===== src/rtl/alu_pkg.sv =====
// alu_pkg: shared constants and types for the ALU adder blocks.
package alu_pkg;

  localparam int XLEN = 32;

  typedef enum logic {
    ADD_OP = 1'b0,
    SUB_OP = 1'b1
  } add_mode_e;

  typedef struct packed {
    logic carry;
    logic overflow;
    logic zero;
  } add_flags_t;

endpackage


===== src/rtl/pipe_adder_if.sv =====
// pipe_adder_if: operand/result handshake bundle for the pipelined adder.
// master drives operands and accepts results, slave is the adder itself.
interface pipe_adder_if
  import alu_pkg::*;
#(
  parameter int WIDTH = XLEN
) ();

  logic             in_valid;
  logic             in_ready;
  logic [WIDTH-1:0] op1;
  logic [WIDTH-1:0] op2;
  logic             sub;
  logic             out_valid;
  logic             out_ready;
  logic [WIDTH-1:0] result;
  logic             carry_out;
  logic             overflow;
  logic             zero;

  modport master (
    output in_valid, op1, op2, sub, out_ready,
    input  in_ready, out_valid, result, carry_out, overflow, zero
  );

  modport slave (
    input  in_valid, op1, op2, sub, out_ready,
    output in_ready, out_valid, result, carry_out, overflow, zero
  );

endinterface


===== src/rtl/adder_slice.sv =====
// adder_slice: combinational SLICE-bit adder with carry in/out.
// Also exposes the carry into its top bit so the most significant slice
// can produce the signed-overflow flag.
module adder_slice #(
  parameter int SLICE = 8
) (
  input  logic [SLICE-1:0] i_a,
  input  logic [SLICE-1:0] i_b,
  input  logic             i_cin,
  output logic [SLICE-1:0] o_sum,
  output logic             o_cout,
  output logic             o_cmsb
);

  logic [SLICE:0] w_full;

  assign w_full = {1'b0, i_a} + {1'b0, i_b} + {{SLICE{1'b0}}, i_cin};
  assign o_sum  = w_full[SLICE-1:0];
  assign o_cout = w_full[SLICE];
  // Top sum bit is a ^ b ^ c there, so the incoming carry falls out by XOR.
  assign o_cmsb = w_full[SLICE-1] ^ i_a[SLICE-1] ^ i_b[SLICE-1];

endmodule


===== src/rtl/pipe_adder.sv =====
// pipe_adder: WIDTH-bit add/subtract with the carry chain split into STAGES
// slices, one slice resolved per cycle. Fixed latency of STAGES cycles,
// one item per cycle, whole pipe stalls on output backpressure.
module pipe_adder
  import alu_pkg::*;
#(
  parameter int WIDTH  = XLEN,
  parameter int STAGES = 4
) (
  input  logic        clk,
  input  logic        rst_n,
  pipe_adder_if.slave bus
);

  localparam int SLICE = WIDTH / STAGES;
  localparam logic [WIDTH-1:0] LOW_MASK = (WIDTH'(1) << SLICE) - WIDTH'(1);

  if ((STAGES < 1) || (STAGES > WIDTH) || ((WIDTH % STAGES) != 0)) begin : g_param_check
    $fatal(1, "pipe_adder: WIDTH=%0d must be a multiple of STAGES=%0d", WIDTH, STAGES);
  end

  add_mode_e        w_mode;
  logic             w_en;
  logic             w_v_in    [STAGES];
  logic [WIDTH-1:0] w_a_in    [STAGES];
  logic [WIDTH-1:0] w_b_in    [STAGES];
  logic             w_c_in    [STAGES];
  logic [SLICE-1:0] w_sum     [STAGES];
  logic             w_cout    [STAGES];
  logic             w_cmsb    [STAGES];
  logic [WIDTH-1:0] w_word_nx [STAGES];
  add_flags_t       w_flags;

  // r_word holds finished result slices below the current stage and the
  // untouched op1 slices above it, so one vector serves both purposes.
  logic             r_valid [STAGES];
  logic [WIDTH-1:0] r_word  [STAGES];
  logic [WIDTH-1:0] r_b     [STAGES];
  logic             r_carry [STAGES];
  add_flags_t       r_flags;

  assign w_mode = add_mode_e'(bus.sub);
  assign w_en   = !r_valid[STAGES-1] || bus.out_ready;

  for (genvar gi = 0; gi < STAGES; gi++) begin : g_stage
    localparam logic [WIDTH-1:0] SLICE_MASK = LOW_MASK << (gi * SLICE);

    if (gi == 0) begin : g_first
      assign w_v_in[gi] = bus.in_valid;
      assign w_a_in[gi] = bus.op1;
      assign w_b_in[gi] = (w_mode == SUB_OP) ? ~bus.op2 : bus.op2;
      assign w_c_in[gi] = (w_mode == SUB_OP);
    end else begin : g_next
      assign w_v_in[gi] = r_valid[gi-1];
      assign w_a_in[gi] = r_word[gi-1];
      assign w_b_in[gi] = r_b[gi-1];
      assign w_c_in[gi] = r_carry[gi-1];
    end

    adder_slice #(
      .SLICE(SLICE)
    ) u_slice (
      .i_a    (w_a_in[gi][gi*SLICE +: SLICE]),
      .i_b    (w_b_in[gi][gi*SLICE +: SLICE]),
      .i_cin  (w_c_in[gi]),
      .o_sum  (w_sum[gi]),
      .o_cout (w_cout[gi]),
      .o_cmsb (w_cmsb[gi])
    );

    // Replace the consumed op1 slice with its freshly computed sum slice.
    assign w_word_nx[gi] = (w_a_in[gi] & ~SLICE_MASK) | (WIDTH'(w_sum[gi]) << (gi * SLICE));
  end

  assign w_flags.carry    = w_cout[STAGES-1];
  assign w_flags.overflow = w_cmsb[STAGES-1] ^ w_cout[STAGES-1];
  assign w_flags.zero     = (w_word_nx[STAGES-1] == '0);

  // Whole pipe advances in lockstep when the output slot is free or draining.
  always_ff @(posedge clk) begin
    if (!rst_n) begin
      for (int k = 0; k < STAGES; k++) begin
        r_valid[k] <= 1'b0;
        r_word[k]  <= '0;
        r_b[k]     <= '0;
        r_carry[k] <= 1'b0;
      end
      r_flags <= '0;
    end else if (w_en) begin
      for (int k = 0; k < STAGES; k++) begin
        r_valid[k] <= w_v_in[k];
        r_word[k]  <= w_word_nx[k];
        r_b[k]     <= w_b_in[k];
        r_carry[k] <= w_cout[k];
      end
      r_flags <= w_flags;
    end
  end

  assign bus.in_ready  = w_en;
  assign bus.out_valid = r_valid[STAGES-1];
  assign bus.result    = r_word[STAGES-1];
  assign bus.carry_out = r_flags.carry;
  assign bus.overflow  = r_flags.overflow;
  assign bus.zero      = r_flags.zero;

endmodule


===== src/flat_wrapper.sv =====
// flat-port wrapper written by rule: the top's interface ports become plain ports
module pipe_adder_flat import alu_pkg::*;
#(
  parameter int WIDTH  = XLEN,
  parameter int STAGES = 4
)
  (clk, rst_n, bus_in_valid, bus_op1, bus_op2, bus_sub, bus_out_ready, bus_in_ready, bus_out_valid, bus_result, bus_carry_out, bus_overflow, bus_zero);
  pipe_adder_if #(.WIDTH(WIDTH)) bus_i ();
  input  logic clk;
  input  logic rst_n;
  input wire logic [$bits(bus_i.in_valid)-1:0] bus_in_valid;
  input wire logic [$bits(bus_i.op1)-1:0] bus_op1;
  input wire logic [$bits(bus_i.op2)-1:0] bus_op2;
  input wire logic [$bits(bus_i.sub)-1:0] bus_sub;
  input wire logic [$bits(bus_i.out_ready)-1:0] bus_out_ready;
  output wire logic [$bits(bus_i.in_ready)-1:0] bus_in_ready;
  output wire logic [$bits(bus_i.out_valid)-1:0] bus_out_valid;
  output wire logic [$bits(bus_i.result)-1:0] bus_result;
  output wire logic [$bits(bus_i.carry_out)-1:0] bus_carry_out;
  output wire logic [$bits(bus_i.overflow)-1:0] bus_overflow;
  output wire logic [$bits(bus_i.zero)-1:0] bus_zero;
  assign bus_i.in_valid = bus_in_valid;
  assign bus_i.op1 = bus_op1;
  assign bus_i.op2 = bus_op2;
  assign bus_i.sub = bus_sub;
  assign bus_i.out_ready = bus_out_ready;
  assign bus_in_ready = bus_i.in_ready;
  assign bus_out_valid = bus_i.out_valid;
  assign bus_result = bus_i.result;
  assign bus_carry_out = bus_i.carry_out;
  assign bus_overflow = bus_i.overflow;
  assign bus_zero = bus_i.zero;
  pipe_adder #(.WIDTH(WIDTH), .STAGES(STAGES)) u_core (.clk(clk), .rst_n(rst_n), .bus(bus_i));
endmodule

===== config.mk =====
export PLATFORM = sky130hd
export DESIGN_NAME = pipe_adder_flat
export DESIGN_NICKNAME = d
export VERILOG_FILES = /design/src/rtl/alu_pkg.sv /design/src/rtl/pipe_adder_if.sv /design/src/rtl/adder_slice.sv /design/src/rtl/pipe_adder.sv /design/src/flat_wrapper.sv
export SDC_FILE = /design/constraint.sdc
export NUM_CORES = 1
export LEC_CHECK = 0
export CAP_MARGIN = 40
export CORE_MARGIN = 3
export CORE_UTILIZATION = 37
export DETAILED_ROUTE_END_ITERATION = 7
export PLACE_DENSITY = 0.67
export SLEW_MARGIN = 30
export SYNTH_ARGS = -nofsm -noshare
export SYNTH_HDL_FRONTEND = slang
export SYNTH_SLANG_ARGS = --single-unit

===== constraint.sdc =====
create_clock -name clk -period 6.63 [get_ports clk]
set_input_delay 1.326 -clock clk [delete_from_list [all_inputs] [get_ports clk]]
set_output_delay 1.326 -clock clk [all_outputs]
set_load 0.05 [all_outputs]

==> flow_summary_export.csv, run 1 <==
group,metric,value,unit
synth,async_flop_share,0,%
final_layout,layout_commonest_cell,"edfxtp_1",
floorplanning,start_util,38.0,%
floorplanning,coreArea,22800,um^2
final_layout,final_cell_mix,"183 x edfxtp_1, 130 x and3_1, 103 x clkdlybuf4s50_1",
synth,synthFlopType,"edfxtp_1",
sta,report.final.slew_viol_count,0,
routing,antenna_left,0,
synth,syn-num-nets,756,
placement,numPortBuffers,105,
hold_path,hold_path.class,"reg -> reg",
routing,drc,0,
sta,min_period_over_period,66.5,%
grt,grt.overflow.total,0,
clock_network,cts_tree,"yes",
power,ir_drop,0.183,mV
synth,syn_area,8670,um^2
clock_network,cts_buffers,17,
synth,yosysTopAreaCellShare,63.3,%
flow_run,maxCapViolCount,0,
final_layout,ff_latch_area,5560,um^2
synth,yosys.cell_types.count,51,
final_layout,area_growth,19.8,%
critical_path,end_kind,"output port",
synth,synth_edf_count,183,
final_layout,fillCellCount,2097,
routing,wl_per_cell,14.3,um
clock_network,cts-root-buf,"clkbuf_16",
sta,rsz0062_at_grt,"no",
final_layout,nets,821,
sta,timing.final.hold_violations,0,
critical_path,critPathRequiredTime,5.30,ns
final_layout,multi_input_area,2650,um^2
sta,tightest_slew,0.697,ns
sta,final.setup.tns,0,ns
grt,grt_pass1_vias,4837,
floorplanning,fp.dieW,159,um
synth,ys_ff_latch,186,
routing,dr.pass1.iters,4,
clock_network,htree_levels,4,
clock_network,clkSlewWorstSetupHoldPaths,0.06,ns
outcome,status,"completed",
sta,relSlewSlack,53.4,%
power,power_density,256,nW/um^2
grt,antenna_found_initial,0,
sta,finalCriticalPeriod,4.41,ns
placement,hpwl,10400,um
grt,grt_pass1_wl,24600,um
floorplanning,row_count,55,
placement,placedCellCount,1010,
sta,fin_worst_skew,0.00506,ns
final_layout,drive_gt1_share,6.87,%
synth,synth_area_leaders,"edfxtp_1 63%, and3_1 9.4%, ha_1 4.0%, xnor2_1 3.6%, buf_4 2.8%",
clock_network,cts_resized,0,
routing,viasPerCell,4.60,
power,p_leak,4.54,nW
sta,fmax,227,MHz
synth,synth_warnings,0,
floorplanning,fp.dieH,159,um
placement,gp_congestion,0.780,
final_layout,instances_no_fill,1041,
synth,yosys.area.top_type,"edfxtp_1",
routing,dr.first_iter.drc_count,357,
clock_network,hold_buffers,0,
floorplanning,num_io_pins,106,
clock_network,cts_setup_buffers,0,
final_layout,diodes,0,
clock_network,cts_sinks,186,
critical_path,arrival,3.09,ns
clock_network,clock_path_buffers,2,
clock_network,clock_latency,0.42,ns
critical_path,worst-setup-path-type,"in -> out",
critical_path,crit_fanout,7,
synth,synth.yosys.seq_area_share,64.0,%
critical_path,reg2reg_depth,8,
grt,track_usage,12.0,%
grt,grt_start_max_net_pins,98,
critical_path,startpoint_type,"primary input",
sta,setup_viol,0,
floorplanning,die_area,25300,um^2
routing,vias,4792,
synth,synth_cells,652,
hold_path,worstHoldPathCells,1,
synth,syn_area_per_cell,13.3,um^2
routing,routed_wl,14900,um
==> synth_stat cells (all sizes together) (2+ instances only) <==
| master | number |
|---|---|
| edfxtp | 183 |
| and3 | 130 |
| nor2 | 61 |
| buf | 40 |
| xnor2 | 36 |
| clkbuf | 29 |
| ha | 28 |
| inv | 21 |
| nor3 | 12 |
| a21oi | 11 |
| o21ai | 11 |
| xor2 | 11 |
| nand2 | 10 |
| fa | 7 |
| o21a | 7 |
| nor2b | 5 |
| nor4 | 5 |
| a21o | 4 |
| nand2b | 4 |
| nor3b | 4 |
| dfxtp | 3 |
| o311ai | 3 |
| a211oi | 2 |
| a21boi | 2 |
| mux2i | 2 |
| nor4b | 2 |
| o31ai | 2 |
| o41ai | 2 |
| or3 | 2 |
==> final timing paths <==
check / startpoint / slack [ns] / end
max: bus_out_ready / 2.22 / bus_in_ready
min: u_core.bus.zero$_SDFFE_PN0N_ / 0.48 / u_core.bus.zero$_SDFFE_PN0N_
max reg2reg: u_core.r_valid[0][3]$_DFFE_PP_ / 3.56 / u_core.bus.overflow$_SDFFE_PN0N_
min reg2reg: u_core.bus.zero$_SDFFE_PN0N_ / 0.48 / u_core.bus.zero$_SDFFE_PN0N_
==> metrics by stage <==
step,total power [mW],hold slack (ns),area [um^2],setup slack (ns),utilization [%]
after floorplan,1.66,0.528,8670,0.808,-
after global placement,1.76,0.488,9780,2.22,42.8
after detailed placement,1.76,0.473,9830,2.19,43.0
after CTS,2.69,0.487,10400,2.21,45.4
after global routing,2.77,0.522,10400,2.07,45.5
final,2.66,0.478,10400,2.22,45.5
==> sequential cells by signal, summed over array words and instances (netlist names) <==
name and count:
u_core.bus.carry_out 1, u_core.bus.overflow 1, u_core.bus.zero 1, u_core.r_b 48, u_core.r_carry 3, u_core.r_valid 4
u_core.r_word 128
==> report_power, final <==
group / internal [mW] / total (mW) / switching (mW)
clock: 0.541 / 0.923 / 0.382
sequential: 1.38 / 1.41 / 0.0274
combinational: 0.151 / 0.323 / 0.172
==> cell families (layout without fill, tap and decap cells) <==
| group | after synthesis | count (layout) | synth area share [%] |
|---|---|---|---|
| buffers and inverters | 90 | 166 | 5.39 |
| multiplexers | 3 | 3 | 0.361 |
| AO/OA/AOI/OAI | 50 | 50 | 4.37 |
| AND/OR/NAND/NOR | 241 | 241 | 15.4 |
| flip-flops | 186 | 186 | 64.0 |
| XOR/XNOR | 47 | 47 | 4.75 |
| adder cells (fa/ha/maj) | 35 | 35 | 5.65 |
==> routing by layer <==
layer	vias to the layer above	track usage, %	routed length (um)
li1	2479	-	-
met1	2201	16.6	7280
met2	102	18.3	6760
met3	10	3.43	718
met4	0	4.22	160
met5	-	0	0
==> final cells by class <==
class                           count  area share, %
Sequential cell                   186           53.5
Multi-Input combinational cell    376           25.5
Timing Repair Buffer              115           11.2
Clock buffer                       18           4.13
Tap cell                          313           3.77
Clock inverter                     12           1.05
Inverter                           21          0.807
==> critical path, cell delays in order <==
cell and delay (ns):
clkdlybuf4s50_1 0.40, nor2b_1 0.45, inv_2 0.16, clkdlybuf4s50_1 0.74
Power figures use the tool's default switching activity.
==> inputs of run 2 (changes only) <==
clock period = 4.3 ns   (was 6.63 ns; I/O delays follow)
==> run 2 against run 1 <==
Combinational power is 56% higher. Sequential share of layout area down 0.60 points. Global-route usage up 0.50 points. Register-to-register slack got worse by 1.9 ns. Non-clock buffer count fell by 1. Clock skew increased by 0.0033 ns. Sequential power up 54%. Via count up 1.4%. Cell area increased by 1.1%. Routed wire length up 2.3%. Flip-flop and latch count unchanged. Clock-buffer cell count unchanged. Largest cell class unchanged. Highest routed layer unchanged.
==> flow_summary_export.csv, run 2 (synthesis gave the netlist of run 1 again) <==
group,metric,value,unit
outcome,status,"completed",
final_layout,nets,820,
routing,antenna_left,0,
grt,grt.overflow.total,0,
sta,timing.final.hold_violations,0,
clock_network,cts_tree,"yes",
sta,fin_ws,1.36,ns
power,power_density,416,nW/um^2
grt,antenna_found_initial,0,
routing,wl_per_cell,14.7,um
final_layout,largest_reg_flops,128,
sta,finalCriticalPeriod,2.94,ns
sta,rsz0062_at_grt,"no",
clock_network,clock_latency,0.43,ns
routing,dr.pass1.iters,6,
routing,routed_wl,15300,um
floorplanning,fp.dieH,159,um
floorplanning,row_count,55,
flow_run,maxCapViolCount,0,
sta,tightest_slew,0.826,ns
critical_path,crit_fanout,33,
routing,viasPerCell,4.67,
clock_network,cts-root-buf,"clkbuf_16",
clock_network,htree_levels,4,
final_layout,final_cell_mix,"183 x edfxtp_1, 130 x and3_1, 102 x clkdlybuf4s50_1",
critical_path,reg2reg_to,"u_core.bus.zero$_SDFFE_PN0N_",
grt,grt_start_max_net_pins,131,
floorplanning,num_io_pins,106,
hold_path,worst_hold_startpoint,"u_core.bus.zero$_SDFFE_PN0N_",
clock_network,cts_setup_buffers,0,
placement,numPortBuffers,105,
critical_path,timing.rr.start,"u_core.r_b[0][88]$_SDFFCE_PN0P_",
routing,drc,0,
critical_path,reg2reg_depth,9,
floorplanning,fp.dieW,159,um
final_layout,drive_gt1_share,7.97,%
final_layout,layout_commonest_cell,"edfxtp_1",
hold_path,holdPathEnd,"u_core.bus.zero$_SDFFE_PN0N_",
floorplanning,die_area,25300,um^2
power,p_leak,4.59,nW
sta,min_period_over_period,68.4,%
hold_path,worstHoldPathCells,1,
power,power.total,4.37,mW
final_layout,top_register,"u_core.r_word",
sta,final.setup.tns,0,ns
hold_path,hold_path.class,"reg -> reg",
grt,track_usage,12.5,%
grt,grt_pass1_wl,25400,um
final_layout,instances_no_fill,1041,
clock_network,cts_sinks,186,
final_layout,fin_area,10500,um^2
floorplanning,coreArea,22800,um^2
placement,hpwl,10500,um
floorplanning,start_util,38.0,%
placement,gp_congestion,0.763,
placement,placedCellCount,1010,
sta,fmax,340,MHz
clock_network,cts_resized,0,
final_layout,area_growth,21.1,%
clock_network,clock_path_buffers,2,
clock_network,cts_buffers,17,
clock_network,hold_buffers,0,
critical_path,worst-setup-path-type,"in -> out",
clock_network,clkSlewWorstSetupHoldPaths,0.06,ns
critical_path,arrival,2.08,ns
routing,vias,4859,
sta,setup_viol,0,
power,ir_drop,0.238,mV
sta,relSlewSlack,44.7,%
grt,grt_pass1_vias,4897,
critical_path,startpoint_type,"primary input",
final_layout,top_regs,"u_core.r_word (128), u_core.r_b (48), u_core.r_valid (4)",
critical_path,r2r_slack,1.67,ns
sta,report.final.slew_viol_count,0,
critical_path,end_kind,"output port",
placement,placed_area,9860,um^2
sta,fin_worst_skew,0.00835,ns
critical_path,critPathRequiredTime,3.44,ns
final_layout,diodes,0,
routing,dr.first_iter.drc_count,454,
placement,dp_slack,1.02,ns
## run 2: cell type report
type | instances | area (um^2)
Inverter | 21 | 82.6
Clock buffer | 18 | 429
Fill cell | 2075 | 12300
Multi-Input combinational cell | 376 | 2670
Sequential cell | 186 | 5560
Timing Repair Buffer | 114 | 1160
Tap cell | 313 | 392
Clock inverter | 13 | 218
## run 2: per-stage QoR
step / hold slack, ns / utilization, %
after detailed placement: 0.502 / 43.2
final: 0.505 / 46.0
after floorplan: 0.528 / -
after global placement: 0.482 / 43.0
after global routing: 0.544 / 46.0
after CTS: 0.514 / 46.0
## run 2: worst max-delay path by stage
stage	from	endpoint	slack, ns	depth (start not counted)
after floorplan	bus_out_ready	u_core.r_b[0][10]$_SDFFCE_PN0P_	-0.13	5
after global placement	bus_sub	u_core.r_word[0][6]$_SDFFCE_PN0P_	0.89	9
after detailed placement	bus_op2[0]	u_core.r_word[0][6]$_SDFFCE_PN0P_	1.02	9
after CTS	bus_out_ready	bus_in_ready	1.35	4
after global routing	bus_out_ready	bus_in_ready	1.26	4
final	bus_out_ready	bus_in_ready	1.36	4
## run 2: critical path, stage by stage
cell and delay (ns):
clkdlybuf4s50_1 0.51, nor2b_4 0.07, inv_2 0.41, buf_12 0.21
## run 2: routing by layer
metal / part of all wire, % / vias up / GRT usage, % / wire (um)
met3: 4.8 / 19 / 3.36 / 734
met4: 1.6 / 0 / 4.42 / 251
met1: 48 / 2246 / 17.1 / 7380
met2: 45 / 119 / 19.3 / 6900
met5: 0 / - / 0 / 0
li1: - / 2475 / - / -
## run 2: report_power, final
| part | switching [mW] | internal [mW] |
|---|---|---|
| sequential | 0.0408 | 2.13 |
| combinational | 0.270 | 0.234 |
| clock | 0.653 | 1.04 |
